==> src/rtl/bithash_frame_pkg.sv <==
// rtl/bithash_frame_pkg.sv - shared constants and types for the result frame decoder
// Purpose: word-format field positions, word types, frame geometry, error codes
//          and FSM state encoding used by result_frame_decoder and its field decoder.
// Ports:   none (package).
package bithash_frame_pkg;

  // 48-bit FIFO word: [47]=reserved(0), [46:44]=type, [43:40]=index, [39:0]=payload
  localparam int RSVD_BIT  = 47;
  localparam int TYPE_MSB  = 46;
  localparam int TYPE_LSB  = 44;
  localparam int IDX_MSB   = 43;
  localparam int IDX_LSB   = 40;
  localparam int PAYLOAD_W = 40;

  localparam logic [2:0] TYPE_HASH  = 3'b001;
  localparam logic [2:0] TYPE_NONCE = 3'b010;

  // 6 full 40-bit hash words plus a 16-bit tail in word 7 make up 256 bits
  localparam int HASH_WORDS  = 7;
  localparam int TAIL_W      = 16;
  localparam int HASH_PAD_W  = PAYLOAD_W - TAIL_W;
  localparam int NONCE_PAD_W = 8;

  typedef enum logic [1:0] {
    ERR_NONE = 2'b00,
    ERR_HDR  = 2'b01,
    ERR_SEQ  = 2'b10,
    ERR_PAD  = 2'b11
  } err_code_e;

  typedef enum logic [1:0] {
    ST_IDLE,
    ST_EXP_HASH,
    ST_EXP_NONCE,
    ST_HOLD
  } state_e;

endpackage

==> src/rtl/result_frame_field_dec.sv <==
// rtl/result_frame_field_dec.sv - combinational field split and header check of one result word
// Purpose: splits a FIFO word into index/payload and classifies it.
// Ports:   datain  - 48-bit FIFO word
//          index   - word index field
//          payload - 40-bit payload field
//          is_hash / is_nonce - reserved bit clear and type matches
//          hdr_ok  - well-formed header (hash idx 1..7, nonce idx 1)
//          pad_ok  - padding bits zero (always 1 unless PAD_CHECK_EN is defined)
// Build option: PAD_CHECK_EN enables the padding check.
module result_frame_field_dec
  import bithash_frame_pkg::*;
(
  input  logic [47:0]          datain,
  output logic [3:0]           index,
  output logic [PAYLOAD_W-1:0] payload,
  output logic                 is_hash,
  output logic                 is_nonce,
  output logic                 hdr_ok,
  output logic                 pad_ok
);

  logic       rsvd;
  logic [2:0] wtype;

  always_comb begin
    rsvd     = datain[RSVD_BIT];
    wtype    = datain[TYPE_MSB:TYPE_LSB];
    index    = datain[IDX_MSB:IDX_LSB];
    payload  = datain[PAYLOAD_W-1:0];
    is_hash  = !rsvd && (wtype == TYPE_HASH);
    is_nonce = !rsvd && (wtype == TYPE_NONCE);
    hdr_ok   = (is_hash && (index != 4'd0) && (index <= 4'(HASH_WORDS)))
            || (is_nonce && (index == 4'd1));
`ifdef PAD_CHECK_EN
    pad_ok   = !((is_hash && (index == 4'(HASH_WORDS)) && (payload[HASH_PAD_W-1:0] != '0))
            || (is_nonce && (payload[NONCE_PAD_W-1:0] != '0)));
`else
    pad_ok   = 1'b1;
`endif
  end

endmodule

==> src/rtl/result_frame_decoder.sv <==
// rtl/result_frame_decoder.sv - reassembles 7 hash words + 1 nonce word into a result frame
// Purpose: pops the result FIFO, checks header and sequence of each word, rebuilds the
//          256-bit hash and 32-bit nonce and holds the finished result on a valid/ready port.
// Ports:   clk, rst_n (async active-low)
//          fifo_empty, fifo_rden, datain - FIFO read side, data valid 1 cycle after rden
//          res_valid, res_ready, hash_out, nonce_out - result handshake
//          err_pulse, err_code, err_count - word rejection reporting (count saturates)
// Build option: PAD_CHECK_EN (padding check, error code 11) in result_frame_field_dec.
module result_frame_decoder
  import bithash_frame_pkg::*;
#(
  parameter int HASH     = 256,
  parameter int NONCE    = 32,
  parameter int DATAIN   = 48,
  parameter int ERRCNT_W = 16
) (
  input  logic                clk,
  input  logic                rst_n,
  input  logic                fifo_empty,
  output logic                fifo_rden,
  input  logic [DATAIN-1:0]   datain,
  output logic                res_valid,
  input  logic                res_ready,
  output logic [HASH-1:0]     hash_out,
  output logic [NONCE-1:0]    nonce_out,
  output logic                err_pulse,
  output logic [1:0]          err_code,
  output logic [ERRCNT_W-1:0] err_count
);

  state_e               state_q, state_d;
  logic [3:0]           exp_q, exp_d;
  logic                 rd_pending;
  logic [HASH-1:0]      hash_acc;
  logic                 err_d;
  err_code_e            code_d;
  logic                 accept_hash;
  logic                 complete;

  logic [3:0]           index;
  logic [PAYLOAD_W-1:0] payload;
  logic                 is_hash, is_nonce, hdr_ok, pad_ok;

  result_frame_field_dec u_field_dec (
    .datain   (datain),
    .index    (index),
    .payload  (payload),
    .is_hash  (is_hash),
    .is_nonce (is_nonce),
    .hdr_ok   (hdr_ok),
    .pad_ok   (pad_ok)
  );

  // Once the nonce is in flight nothing more belongs to this frame, so stop
  // popping until the result has been handed off.
  assign fifo_rden = rst_n && !fifo_empty && !res_valid
                  && !(rd_pending && (state_q == ST_EXP_NONCE));

  always_comb begin
    state_d     = state_q;
    exp_d       = exp_q;
    err_d       = 1'b0;
    code_d      = ERR_NONE;
    accept_hash = 1'b0;
    complete    = 1'b0;
    if (state_q == ST_HOLD) begin
      if (res_valid && res_ready) state_d = ST_IDLE;
    end else if (rd_pending) begin
      if (!hdr_ok) begin
        err_d   = 1'b1;
        code_d  = ERR_HDR;
        state_d = ST_IDLE;
      end else if (is_hash && (index == 4'd1)) begin
        // A first hash word always (re)starts a frame; mid-frame it also flags the loss.
        accept_hash = 1'b1;
        state_d     = ST_EXP_HASH;
        exp_d       = 4'd2;
        if (state_q != ST_IDLE) begin
          err_d  = 1'b1;
          code_d = ERR_SEQ;
        end
      end else if ((state_q == ST_EXP_HASH) && is_hash && (index == exp_q)) begin
        if (!pad_ok) begin
          err_d   = 1'b1;
          code_d  = ERR_PAD;
          state_d = ST_IDLE;
        end else begin
          accept_hash = 1'b1;
          if (exp_q == 4'(HASH_WORDS)) state_d = ST_EXP_NONCE;
          else                         exp_d   = exp_q + 4'd1;
        end
      end else if ((state_q == ST_EXP_NONCE) && is_nonce) begin
        if (!pad_ok) begin
          err_d   = 1'b1;
          code_d  = ERR_PAD;
          state_d = ST_IDLE;
        end else begin
          complete = 1'b1;
          state_d  = ST_HOLD;
        end
      end else begin
        err_d   = 1'b1;
        code_d  = ERR_SEQ;
        state_d = ST_IDLE;
      end
    end
  end

  always_ff @(posedge clk or negedge rst_n) begin
    if (!rst_n) begin
      state_q    <= ST_IDLE;
      exp_q      <= 4'd0;
      rd_pending <= 1'b0;
      hash_acc   <= '0;
      res_valid  <= 1'b0;
      hash_out   <= '0;
      nonce_out  <= '0;
      err_pulse  <= 1'b0;
      err_code   <= 2'b00;
      err_count  <= '0;
    end else begin
      state_q    <= state_d;
      exp_q      <= exp_d;
      rd_pending <= fifo_rden;
      err_pulse  <= err_d;
      if (err_d) begin
        err_code <= code_d;
        if (err_count != {ERRCNT_W{1'b1}})
          err_count <= err_count + {{(ERRCNT_W-1){1'b0}}, 1'b1};
      end
      if (accept_hash) begin
        for (int k = 1; k < HASH_WORDS; k++) begin
          if (index == 4'(k))
            hash_acc[HASH-1-PAYLOAD_W*(k-1) -: PAYLOAD_W] <= payload;
        end
        if (index == 4'(HASH_WORDS))
          hash_acc[TAIL_W-1:0] <= payload[PAYLOAD_W-1 -: TAIL_W];
      end
      // Outputs change only when a whole frame has been accepted.
      if (complete) begin
        res_valid <= 1'b1;
        hash_out  <= hash_acc;
        nonce_out <= payload[PAYLOAD_W-1 -: NONCE];
      end else if (res_valid && res_ready) begin
        res_valid <= 1'b0;
      end
    end
  end

endmodule

==> config.mk <==
export PLATFORM = sky130hd
export DESIGN_NAME = result_frame_decoder
export DESIGN_NICKNAME = d
export VERILOG_FILES = /design/src/rtl/bithash_frame_pkg.sv /design/src/rtl/result_frame_field_dec.sv /design/src/rtl/result_frame_decoder.sv
export SDC_FILE = /design/constraint.sdc
export NUM_CORES = 1
export LEC_CHECK = 0
export BUFFER_PORTS_ARGS = -buffer_cell sky130_fd_sc_hd__buf_2
export CORE_AREA = 2 2 285 146
export DETAILED_ROUTE_END_ITERATION = 6
export DIE_AREA = 0 0 287 148
export GPL_ROUTABILITY_DRIVEN = 0
export MAX_ROUTING_LAYER = met4
export PLACE_DENSITY = 0.77
export SETUP_SLACK_MARGIN = 0.1
export SKIP_CTS_REPAIR_TIMING = 1
export SYNTH_ARGS = -nofsm -noshare
export SYNTH_HDL_FRONTEND = slang
export SYNTH_SLANG_ARGS = --single-unit
==> constraint.sdc <==
create_clock -name clk -period 2.83 [get_ports clk]
set_input_delay 0.4245 -clock clk [delete_from_list [all_inputs] [get_ports clk]]
set_output_delay 0.4245 -clock clk [all_outputs]
set_load 0.005 [all_outputs]
==> impl_metrics.yaml, run 1 <==
setup_path:
  reg2reg_depth: 6
  slowest_delay_ns: 0.49
  critPathCaptureType: "register"
  crit_path_start: "state_q[1]$_DFFE_PN0P_"
  critPathMaxFanout: 40
  startpoint_type: "register"
  ff2ff_setup_slack_ns: 0.31
  crit_end: "hash_acc[117]$_DFFE_PN0P_"
  rr_endpoint: "hash_acc[117]$_DFFE_PN0P_"
  crit_type: "reg2reg"
  critPathArrivalTime_ns: 2.95
  rr_startpoint: "state_q[1]$_DFFE_PN0P_"
  cp_slowest_cell: "dfrtp_1"
  required_ns: 3.26
  worstPathCellList: "a21boi_2, o2111ai_2, buf_4, nor4_2, buf_12, mux2_2"
floorplan:
  dieArea_um2: 42500
  ios: 361
  coreArea_um2: 39900
  die_y_um: 148
  initial_core_util_pct: 54.7
  dieWidth_um: 287
  num_rows: 52
place:
  place_ws_ns: 0.0886
  hpwlAfterDp_um: 32900
  io_buffers: 360
  placed_area_um2: 24500
timing:
  tightest_slew_ns: 0.725
  fin_crit_sh_pct: 88.9
  period_minus_slack_ns: 2.52
  slew_headroom_pct: 51.7
  rsz0062_at_grt: "no"
  drv_slew: 0
  hold_violations: 0
  finalClockSkew_ns: 0.0257
  setup_viol: 0
  setup-tns-final_ns: 0
  timing.fmax_ghz: 0.398
  worst_slack_ns: 0.314
drt:
  antenna_left: 0
  drt-pass1-iter-count: 5
  drt_wl_total_um: 50200
  wl_per_cell_um: 22.0
  dr.first_iter.drc_count: 599
  dr_total_vias: 12600
  viasPerCell: 5.51
  drcViolationCount: 0
cts:
  cts_buffer_depth: 3
  clock_latency_ns: 0.57
  clockRootBuffer: "clkbuf_16"
  clkSinkCount: 571
  path_clk_slew_ns: 0.06
  cts_tree: "yes"
  ctsHtreeMaxLevel: 2
  numCtsBuffers: 48
power_and_ir_drop:
  powerDensity_nw_per_um2: 610
  vdd_drop_max_mv: 0.442
  power.leakage_nw: 14.4
synth:
  yosysSeqAreaShare_pct: 65.4
  synth_warnings: 0
  post_synth.cell_area_avg_um2: 16.5
  syn_nets: 1375
  ys_seq_elements: 571
  ys_types: 49
  synth_cells: 1321
  netlist_area_um2: 21800
grt:
  antenna_found_initial: 1
  grt_pass1_vias: 13300
  grt_max_degree: 131
  overflow: 0
  grt_pass1_wl_um: 78900
  grt_usage_pct: 24.8
cells_and_area:
  area_delta_synth_final_pct: 20.1
  multi_input_area_um2: 7230
  nNetsFinal: 1756
  n_antenna_cell: 0
  fillers: 2849
  fin_area_um2: 26200
  layout-drive-gt1-share_pct: 59.3
  ff_latch_area_um2: 14300
status:
  status: "finished, final reports clean"
job:
  maxCapViolations: 0
worst_hold_path:
  hp-class: "in2reg"
==> cells by family after synthesis <==
| group | Yosys count | share of synthesized area [%] |
|---|---|---|
| AO/OA/AOI/OAI | 28 | 0.882 |
| AND/OR/NAND/NOR | 91 | 2.49 |
| XOR/XNOR | 13 | 0.521 |
| adder cells (fa/ha/maj) | 2 | 0.115 |
| flip-flops | 571 | 65.4 |
| multiplexers | 548 | 28.9 |
| buffers and inverters | 68 | 1.63 |
==> metrics by stage <==
stage / hold slack, ns / cells / power [mW] / util, %
after detailed placement: 0.367 / 2191 / 8.94 / 61.3
after global placement: 0.367 / 2191 / 8.91 / 61.3
after CTS: -0.220 / 2280 / 16.2 / 65.6
final: 0.104 / 2281 / 16.0 / 65.7
after global routing: 0.0911 / 2281 / 16.6 / 65.7
after floorplan: 0.129 / 1321 / 8.54 / -
==> per-layer routing <==
layer  track usage, %  routed length, um
met3             5.19               2710
met2             37.2              23200
met4             6.35               1200
met5                -                  0
met1             34.9              23100
==> worst max-delay path: cells and delay by family (launching register included) <==
kind | cells | cell delay, ns
mux | 1 | 0.38
buf+inv | 2 | 0.59
simple gates | 1 | 0.37
flops | 1 | 0.49
compound gates | 2 | 0.53
==> state kept, by name, indices dropped and copies added, names as in the netlist <==
register	count
hash_acc	256
hash_out	256
nonce_out	32
err_count	16
exp_q	4
err_code	2
state_q	2
err_pulse	1
rd_pending	1
res_valid	1
==> area by class of cell <==
cell class,instances,area share (%)
sequential,571,54.5
multi-input combinational,682,27.5
timing repair buffer,394,8.70
clock buffer,69,5.38
tap,540,2.58
clock inverter,20,1.25
inverter,5,0.0715
==> report_power, final <==
part           internal [mW]  switching [mW]  total (mW)
sequential              8.21          0.0593        8.27
clock                   4.22            3.00        7.22
combinational          0.152           0.352       0.504
==> cell usage in the layout, fill, tap and decap left out, types with 8 or more instances in the layout <==
cell	Yosys	layout
nor2_1	16	14
nand2_1	16	16
buf_12	0	17
buf_2	54	359
dfrtp_1	571	571
xnor2_1	13	13
mux2_2	503	503
nand3_1	14	13
clkbuf_8	0	11
clkbuf_16	0	49
buf_4	1	16
mux2_4	40	40
a21oi_1	8	8
clkbuf_1	4	9
bufinv_16	0	8
==> cell usage after synthesis (all sizes together) <==
master	count	area share (%)
o2111ai	1	0.069
o211ai	1	0.034
a2111oi	1	0.040
buf	59	1.5
o22a	1	0.040
o21ai	4	0.092
mux2i	2	0.092
nand2	16	0.28
and4b	1	0.046
or4b	2	0.13
a32o	1	0.046
xnor2	13	0.52
o21a	2	0.069
and3	5	0.14
nand3b	1	0.034
clkbuf	4	0.069
a21boi	1	0.034
nand4b	3	0.12
dfrtp	571	65
inv	5	0.086
nor4	2	0.086
and4	1	0.040
nor2b	6	0.17
nand3	14	0.32
or3	2	0.057
o22ai	1	0.029
and2	1	0.029
or4	1	0.034
a21oi	8	0.18
a31oi	3	0.086
nor3	6	0.18
nor2	17	0.30
a41oi	2	0.080
nor4b	4	0.26
ha	2	0.11
nand4	6	0.17
nand2b	3	0.086
a31o	1	0.040
o41ai	1	0.040
mux2	546	29
==> worst min-delay path by stage <==
stage | startpoint | to | slack [ns] | depth (start not counted)
2_1_floorplan | rst_n | err_code[0]$_DFFE_PN0P_ | 0.13 | 0
3_3_place_gp | rst_n | hash_out[142]$_DFFE_PN0P_ | 0.37 | 1
3_5_place_dp | rst_n | hash_acc[142]$_DFFE_PN0P_ | 0.37 | 1
4_1_cts | rst_n | hash_acc[142]$_DFFE_PN0P_ | -0.22 | 1
5_1_grt | res_ready | res_valid$_DFFE_PN0P_ | 0.09 | 2
6_report | res_ready | res_valid$_DFFE_PN0P_ | 0.10 | 2
(Power assumes the default switching activity.)
==> run 2, diff against run 1 <==
Settings changed: ABC_AREA set to 1, CORE_AREA 2 2 285 146 to 2 2 207 209, DIE_AREA 0 0 287 148 to 0 0 209 211, PLACE_DENSITY 0.77 to 0.76.
==> impl_metrics.yaml, run 2 <==
place:
  place_ws_ns: 0.258
  hpwlAfterDp_um: 39900
  io_buffers: 360
  dpl.cell_count: 3343
cts:
  clkSinkCount: 571
  numCtsBuffers: 57
  cts_buffer_depth: 3
  clockRootBuffer: "clkbuf_16"
  ctsHtreeMaxLevel: 2
  clock_latency_ns: 0.62
  path_clk_slew_ns: 0.06
  cts_tree: "yes"
cells_and_area:
  mostFrequentLayoutCell: "nand2_1"
  fillers: 3426
  reg.largest.list: "hash_acc (256), hash_out (256), nonce_out (32)"
  final_cell_mix: "1010 x nand2_1, 571 x dfrtp_1, 417 x nand3_1"
  nNetsFinal: 2918
  ff_latch_area_um2: 14300
  multi_input_area_um2: 7290
  area_delta_synth_final_pct: 17.6
  fin_cells: 3451
  layout-drive-gt1-share_pct: 17.4
synth:
  ys_seq_elements: 571
  synthSimpleGateAreaFrac_pct: 27.0
  synth_warnings: 0
  netlist.area_leader.share_pct: 62.6
  synth_common_cells: "1011 x nand2_1, 571 x dfrtp_1, 422 x nand3_1"
  synth_compound_area_share_pct: 3.95
  synthAdderAreaFrac_pct: 0.110
  netlist_area_um2: 22800
  syn_nets: 2623
  synth_ff_type: "dfrtp_1"
  ys_types: 30
  ys_top_cells_by_area: "dfrtp_1 63%, nand2_1 17%, nand3_1 9.2%"
  synth_mux_area_share_pct: 0
  ys_async_sr_fraction_pct: 100
  yosysSeqAreaShare_pct: 62.6
  synth_edf_count: 0
  synth_cells: 2569
  synth.most_common_cell: "nand2_1"
  synthXorXnorAreaFrac_pct: 0.575
  synth_top_family_by_area: "simple AND/OR/NAND/NOR gates"
  post_synth.cell_area_avg_um2: 8.89
  yosys.area.top_type: "dfrtp_1"
setup_path:
  rr_startpoint: "state_q[0]$_DFFE_PN0P_"
  startpoint_type: "input port"
  critPathArrivalTime_ns: 1.82
  ff2ff_setup_slack_ns: 0.63
  crit_type: "in2out"
  required_ns: 2.41
  rr_endpoint: "hash_acc[9]$_DFFE_PN0P_"
  critPathMaxFanout: 6
  critPathCaptureType: "output pin"
  reg2reg_depth: 11
floorplan:
  coreArea_um2: 41800
  dieArea_um2: 44100
  num_rows: 75
  dieWidth_um: 209
  die_y_um: 211
  initial_core_util_pct: 54.7
  ios: 361
grt:
  grt_pass1_wl_um: 101000
  antenna_found_initial: 3
  grt_max_degree: 186
  grt_usage_pct: 30.0
  overflow: 0
  grt_pass1_vias: 18100
timing:
  setup_viol: 0
  setup-tns-final_ns: 0
  period_minus_slack_ns: 2.25
  drv_slew: 0
  hold_violations: 0
  tightest_slew_ns: 0.979
  finalClockSkew_ns: 0.0179
  timing.fmax_ghz: 0.445
  rsz0062_at_grt: "no"
  worst_slack_ns: 0.582
  fin_crit_sh_pct: 79.4
  slew_headroom_pct: 34.8
drt:
  drt-pass1-iter-count: 6
  antenna_left: 0
  drcViolationCount: 0
  drt_wl_total_um: 63500
  viasPerCell: 5.47
  dr.first_iter.drc_count: 1970
  wl_per_cell_um: 18.4
  dr_total_vias: 18900
worst_hold_path:
  hp-class: "in2reg"
  holdPathEnd: "res_valid$_DFFE_PN0P_"
  min_from: "res_ready"
  holdPathStages: 2
power_and_ir_drop:
  power.leakage_nw: 15.6
  powerDensity_nw_per_um2: 599
  vdd_drop_max_mv: 0.444
  total_power_mw: 16.1
job:
  maxCapViolations: 0
status:
  status: "finished, final reports clean"
==> run 2: worst max path at each step <==
stage / end / from / cells after the start / slack, ns
after CTS: fifo_rden / res_valid$_DFFE_PN0P_ / 4 / 0.60
after detailed placement: hash_acc[9]$_DFFE_PN0P_ / datain[45] / 11 / 0.26
after floorplan: hash_out[107]$_DFFE_PN0P_ / datain[42] / 11 / 0.98
after global placement: hash_acc[5]$_DFFE_PN0P_ / datain[45] / 11 / 0.30
final: fifo_rden / rst_n / 5 / 0.58
after global routing: hash_acc[6]$_DFFE_PN0P_ / state_q[0]$_DFFE_PN0P_ / 11 / 0.36
==> run 2: critical path, stage by stage <==
cell and delay, ns:
dlygate4sd3_1 0.56, buf_8 0.16, nand2_1 0.07, a31oi_1 0.39, buf_2 0.21
==> run 2: power breakdown <==
group / switching, mW / internal [mW]
clock: 3.17 / 4.13
combinational: 0.431 / 0.118
sequential: 0.0479 / 8.20
==> run 2: routing by layer <==
metal  routed length [um]  GRT usage (%)
met5                    0              -
met4                 2480           13.0
met3                 5150           5.63
met2                29600           45.2
met1                26200           40.4
==> run 2: final cells by class <==
cell class                 count  area share [%]
multi-input combinational   1680            27.1
inverter                     158            2.23
timing repair buffer         396            8.22
sequential                   571            53.2
tap                          539            2.51
antenna                        3          0.0279
clock inverter                17           0.540
clock buffer                  87            6.17
==> run 2: logic make-up (layout without fill, tap and decap cells) <==
group | Yosys count | count (layout)
buffers and inverters | 318 | 658
and+or+nand+nor | 1488 | 1488
adders and majority gates | 2 | 2
other | 0 | 3
DFF | 571 | 571
xor gates and xnor gates | 15 | 15
AOI/OAI and AO/OA | 175 | 175
==> run 2: stage by stage <==
stage	hold WS, ns	area [um^2]	utilization [%]
6_report	0.0810	26900	64.3
5_1_grt	0.0685	26900	64.3
4_1_cts	-0.0480	26900	64.3
3_5_place_dp	0.453	25000	60.0
3_3_place_gp	0.449	25000	60.0
2_1_floorplan	0.129	22800	-
